<file path="config.mk">
export PLATFORM = sky130hd
export DESIGN_NAME = pipe_skid_reg
export DESIGN_NICKNAME = d
export VERILOG_FILES = /design/src/rtl/pipe_skid_reg.sv
export SDC_FILE = /design/constraint.sdc
export NUM_CORES = 1
export LEC_CHECK = 0
export ABC_AREA = 1
export ABC_CLOCK_PERIOD_IN_PS = 5430
export CORE_MARGIN = 2
export CORE_UTILIZATION = 35
export CTS_BUF_LIST = sky130_fd_sc_hd__clkbuf_16
export DETAILED_ROUTE_END_ITERATION = 7
export GPL_TIMING_DRIVEN = 0
export PLACE_DENSITY_LB_ADDON = 0.1
export RECOVER_POWER = 50
export SLEW_MARGIN = 10
export SYNTH_ARGS = -nofsm -noshare
export SYNTH_HDL_FRONTEND = slang
export SYNTH_SLANG_ARGS = --single-unit
</file>
<file path="constraint.sdc">
create_clock -name clk -period 5.43 [get_ports clk]
set_clock_uncertainty 0.15 [all_clocks]
set_input_delay 0.543 -clock clk [delete_from_list [all_inputs] [get_ports clk]]
set_output_delay 0.543 -clock clk [all_outputs]
set_load 0.01 [all_outputs]
</file>
<file path="src/rtl/pipe_skid_reg.sv">
// Elastic valid/ready pipeline stage with a one-entry skid buffer (REG=1)
// or a pure wire-through (REG=0).
module pipe_skid_reg #(
  parameter int unsigned WIDTH = 18,
  parameter bit          REG   = 1'b1
) (
  input  logic             clk,
  input  logic             rst_n,
  input  logic             flush,
  input  logic [WIDTH-1:0] s_data,
  input  logic             s_valid,
  output logic             s_ready,
  output logic [WIDTH-1:0] m_data,
  output logic             m_valid,
  input  logic             m_ready,
  output logic [1:0]       count
);

  if (REG) begin : g_reg
    typedef enum logic [1:0] {
      EMPTY = 2'd0,
      BUSY  = 2'd1,
      FULL  = 2'd2
    } state_t;

    state_t           state;
    state_t           state_nxt;
    logic [WIDTH-1:0] main_q;
    logic [WIDTH-1:0] main_nxt;
    logic [WIDTH-1:0] skid_q;
    logic [WIDTH-1:0] skid_nxt;
    logic             s_hs;
    logic             m_hs;

    // Handshake flags come from state only; flush and reset gate them off.
    assign s_ready = rst_n & ~flush & (state != FULL);
    assign m_valid = ~flush & (state != EMPTY);
    assign m_data  = main_q;
    assign s_hs    = s_valid & s_ready;
    assign m_hs    = m_valid & m_ready;

    always_comb begin
      count = 2'd0;
      case (state)
        BUSY:    count = 2'd1;
        FULL:    count = 2'd2;
        default: count = 2'd0;
      endcase
    end

    // Next-state and storage update; skid only fills when main is stalled.
    always_comb begin
      state_nxt = state;
      main_nxt  = main_q;
      skid_nxt  = skid_q;
      if (flush) begin
        state_nxt = EMPTY;
      end else begin
        case (state)
          EMPTY: begin
            if (s_hs) begin
              main_nxt  = s_data;
              state_nxt = BUSY;
            end
          end
          BUSY: begin
            case ({s_hs, m_hs})
              2'b11: main_nxt = s_data;
              2'b10: begin
                skid_nxt  = s_data;
                state_nxt = FULL;
              end
              2'b01:   state_nxt = EMPTY;
              default: state_nxt = BUSY;
            endcase
          end
          FULL: begin
            if (m_hs) begin
              main_nxt  = skid_q;
              state_nxt = BUSY;
            end
          end
          default: state_nxt = EMPTY;
        endcase
      end
    end

    always_ff @(posedge clk or negedge rst_n) begin
      if (!rst_n) begin
        state  <= EMPTY;
        main_q <= '0;
        skid_q <= '0;
      end else begin
        state  <= state_nxt;
        main_q <= main_nxt;
        skid_q <= skid_nxt;
      end
    end
  end else begin : g_wire
    logic unused_ctrl;

    assign m_data      = s_data;
    assign m_valid     = s_valid;
    assign s_ready     = m_ready;
    assign count       = 2'd0;
    assign unused_ctrl = ^{clk, rst_n, flush};
  end

endmodule

</file>
* After elaboration in Yosys (flattened, before gate mapping)
Cells that the tools add are included.
** Storage, ports and cells
- Register bits :: 38
- Output and inout bits :: 22
- Logic and storage cells :: 37
** Operators by class
- Equal/unequal tests :: 12
- Multiplexer cells :: 10
- Bitwise logic cells :: 6
- Reductions and logical operators :: 6
** Operators by type and width (number)
- 18-bit 2-to-1 mux :: 3
- 18-bit one-hot mux with 3 select lines :: 1
- 2-bit one-hot mux with 3 select lines :: 2
- 3-bit != test (second input constant) :: 3
- 2-bit == test (second input constant) :: 3
- 2-bit 2-to-1 mux :: 3
- 2-bit != test (second input constant) :: 3
- 3-bit AND reduction :: 2
- 1-bit AND :: 5
- 5-bit AND reduction :: 1
- 2-bit by 1-bit == test with 1-bit output (second input constant) :: 2
- 2-bit one-hot mux with 2 select lines :: 1
- 3-bit nonzero test :: 1
- 2-bit logical NOT :: 1
- 2-bit by 1-bit != test with 1-bit output (second input constant) :: 1
- 2-bit nonzero test :: 1
- 1-bit inverter :: 1

* Longest topological paths before layout
- Depth in word-level cells :: 8
- Gate-level depth with buffers :: 11
- Depth with buffers taken out :: 10

* Worst setup path before layout
OpenSTA, ideal clock, no wires.
- Path kind :: input to register
- From :: in rst_n
- To :: reg g_reg.main_q[0] (netlist: m_data[0])
- Data arrival time :: 1.798 ns
- Data required time :: 5.163 ns
- Slack :: 3.365 ns
- Stages :: 11
- Buffers on the path :: 1
- Path through :: inv_1 nor2_1 nand3_4 inv_1 ha_1 nand2_1 a21oi_4 nand3_4 buf_6 nand2_1 nand2_1
** Between the ends
- Word-level cells in the longest chain between the ends :: 6
- Elaborated cells between the ends (all ways) :: 7
- Classes of those cells :: eq/ne (3); bitwise (3); reduce/logical (1)
** Ends and longest elaborated chain
- start, declared :: line 8 : input logic rst_n,
- 1-bit AND (*) (2 in series) :: line 36 : assign s_ready = rst_n & ~flush & (state != FULL);
- 1-bit AND (*) :: line 39 : assign s_hs = s_valid & s_ready;
- 2-bit == test :: line 67 : case ({s_hs, m_hs})
- 2-bit by 1-bit != test with 1-bit output (no line)
- 5-bit AND reduction (no line) (*)
- end signal, assigned :: line 95 : main_q <= main_nxt;
- end, declared :: line 28 : logic [WIDTH-1:0] main_q;
Every way passes the cells marked *; elsewhere a longest branch is shown, timed or not.
A chain may end at the register's enable or synchronous reset.

* Final worst setup path
- From :: in rst_n
- To :: reg g_reg.main_q[4] (netlist: m_data[4])
The elaborated chain is that of the path after synthesis.

==> results summary <==
The tree is rooted in a clkbuf_16. 45 I/O pins were placed. The die is 77.96 um tall. Global routing used 16.52% of the available tracks across all layers.

The number of hold-slack violations in the final timing report came to 0. The number of enable-type register cells in the synthesized netlist came out at 0. In the final routing, the length of wire on met1 measures 2197 um.

Across the run, the number of max-cap violations was 1. The minimum clock period after layout is roughly 3 ns. Detailed placement finished with a half-perimeter wire length of approximately 3200 um. The count of placed standard cells in the final layout, fillers left out is approximately 350. The final net count came out at 306. The CTS tree is built. The antenna diode count came out at 0.

The row count is 26. The number of H-tree levels is 2. The checks that failed: capacitance limit, slew limit. The routed length per placed instance is 12.42 um.

The peak supply drop came out at 0.1980 mV. The number of nets in the synthesized netlist is 253. Of the total power, the clock network draws 33.1%.

The wire length of the first global-routing pass came out at ~8000 um. The count of placed standard cells including taps is 344. The total setup violations reported at the end of the flow came out at 0. The TritonCTS buffer count came out at 5. The internal power of the cells totals 0.0006088 W. The detailed-router iteration count before antenna repair is 4. The final worst-path cycle share came out at 56.03%. The proportion of register bits with asynchronous set or reset after synthesis came out at 100.0%. STA puts the critical path data required time at approximately 5.4 ns. Yosys attributes the largest share of cell area to dfrtp_1, nand2_1, o21ai_0. The leakage power came out at roughly 1.3 nW. The DRC violation count after routing came out at 0. The clock passes through at most 2 buffers. The post-synthesis cell type count came out at 24.

Clock-pin slew was measured on the worst setup and hold paths at 0.06 ns. The number of post-CTS setup repair buffers is 0. The total routed wirelength is about 4400 um. Setup repair after global routing left no endpoint under its margin.

The initial utilization of the core area, before any placement, comes to a little under two fifths. At the pin with the least slew margin, the transition time is 1.633 ns. The combined area of all synthesized cells is between 1500 and 2000 um2. The number of port buffers is 44. The run finished, with violations left. The switching share of total power came out at 27.03%. The kind of end point of the critical path is a flop.

The share of the synthesized area in the top cell type came out at 49.67%. Detailed routing placed a total of between 2000 and 2500 um of wire on met2. The clock latency reported for the late side of the worst-skew pair came out at around 0.27 ns. The final number of max-transition violations came out at 31. The total power density per cell area came out at between 300 and 400 nW/um2. Averaged over all synthesized cells, the footprint is 8.360 um2. The highest metal layer carrying signal wires in the routed design is met4. Summed over all nets, the switching power comes to between 0.0002 and 0.00025 W. The sequential share of power came out at a little over two fifths.

The fraction of final layout cells sized beyond drive strength 1 came out at between 10% and 20%. Using the TritonRoute via totals, the vias-per-cell ratio works out to roughly 4.5. The sink count of the clock tree came out at 38. The worst slack on hold paths is 0.3207 ns.

Summed over all nets, wire length on met3 after detailed routing comes to 136 um. The largest area contributor in the synthesized netlist is dfrtp_1. The floorplan step defined a die boundary enclosing 6077 um2.

After layout, the design draws a total of 0.0008344 W. The fraction of the yosys area taken by sequential cells came out at 49.67%. The maximum number of pins on one net before global-route repair came out at 31.

The core outline area is 5205 um2. For this block, the via count after detailed routing is 1597. Measured along the x axis, the die boundary spans roughly 80 um. The sum of overflow across all layers after global routing came out at 0. The combinational cell fraction of total power came out at 23.3%. The iteration-0 DRC count of the detailed router is between 90 and 100. The synthesized design contains 38 register bits. The final estimated routing congestion in global placement is 0.7262. The type of the worst min-delay path is flop to flop. The predominant post-synthesis flop cell is dfrtp_1. From synthesis to final layout, the design area changed by 35.36%. Along the worst path, the maximum fanout reaches 10. The post-synthesis cell count is 229. The dominant cell by count in the synthesized netlist is nand2_1. The worst pin sits at a relative slew slack of -8.873%. The warning count from the yosys run came out at 0. For this run, the share of the core covered by cells in the final layout is 49.78%. The final setup TNS is 0 ns. The commonest cells after synthesis are nand2_1, dfrtp_1, o21ai_0. The critical path class is input port to flop.

The number of global-route vias before repair was 1656. The antenna violation net count after detailed routing is 0. The data arrival time of the worst path came out at 3.06 ns. The number of antenna violations at the first check in global routing was 0. The highest achievable clock rate came out at 0.3287 GHz. STA classifies the critical path startpoint as an input port.

The fill cell total of the finished layout came out at between 500 and 600.
-- cell type report --
class / count / area (um2) / share of cell area, %
Tap cell: 70 / 87.58 / 3.380
Sequential cell: 38 / 950.9 / 36.70
Multi-Input combinational cell: 153 / 759.5 / 29.31
Inverter: 27 / 108.9 / 4.201
Buffer: 11 / 95.09 / 3.670
Clock inverter: 3 / 16.27 / 0.6277
Timing Repair Buffer: 46 / 447.9 / 17.29
Clock buffer: 5 / 125.1 / 4.829
-- power by group through the flow --
stage	combinational (W)	sequential (W)	clock (W)
floorplan	0.0000734	0.000384	0
global placement	0.000202	0.000368	0
detailed placement	0.000206	0.000369	0
CTS	0.000208	0.000365	0.000283
global route	0.000220	0.000372	0.000300
finish	0.000195	0.000363	0.000276
-- per-layer routing --
layer  vias to the layer above  GRT usage, %
met5                         -             0
met4                         0         5.088
met3                         5         3.488
met2                        29         25.52
met1                       735         23.31
li1                        828             -
-- cell families (layout without fill, tap and decap cells) --
group	after synthesis	in the layout	share of synthesized area (%)
AO/OA/AOI/OAI	38	38	10.52
adder cells (fa/ha/maj)	1	1	0.6535
buffers and inverters	38	92	10.65
flip-flops	38	38	49.67
AND/OR/NAND/NOR	114	114	28.50
-- cells in the final DEF, fill, tap and decap left out, types with 4 or more instances in the layout --
master and instances:
clkbuf_16 5, clkdlybuf4s50_1 32, dfrtp_1 38, dlygate4sd3_1 12
inv_1 23, nand2_1 76, nand3_1 21, nor2_1 4
o21ai_0 30, o21ai_1 7
-- timing repair --
item | in CTS | in global routing
resized for setup | 0 | 0
hold buffers | 1 | 0
hold endpoints to repair | 8 | 0
-- final timing paths --
path	cells past startpoint	from	endpoint	slack [ns]
max in group asynchronous	3	rst_n	m_data[13]	2.65
hold reg to reg	2	m_data[10]	m_data[10]	0.32
setup reg to reg	11	g_reg.state[0]	m_data[4]	3.28
hold / removal	2	m_data[10]	m_data[10]	0.32
setup / recovery	13	rst_n	m_data[4]	2.39
min in group asynchronous	2	rst_n	m_data[17]	0.60
-- sequential cells by signal (all words and copies together) (netlist names) --
signal and count:
g_reg.skid_q 18, m_data 18, g_reg.state 2
-- metrics by stage --
stage / setup slack (ns) / cell area, um2
2_1_floorplan: 3.365 / 1914
3_3_place_gp: 1.108 / 2442
3_5_place_dp: 2.509 / 2457
4_1_cts: 2.503 / 2609
5_1_grt: 2.007 / 2591
6_report: 2.388 / 2591
-- worst max-delay path, cell delays in order --
cell           delay, ns
dlygate4sd3_1       0.52
clkbuf_1            0.41
inv_1               0.11
nor2_1              0.18
nand3_4             0.14
inv_1               0.08
ha_1                0.15
nand2_1             0.09
a21oi_4             0.33
nand3_4             0.19
buf_6               0.18
nand2_1             0.05
nand2_1             0.05
No activity file was read; power rests on OpenSTA's default activity.
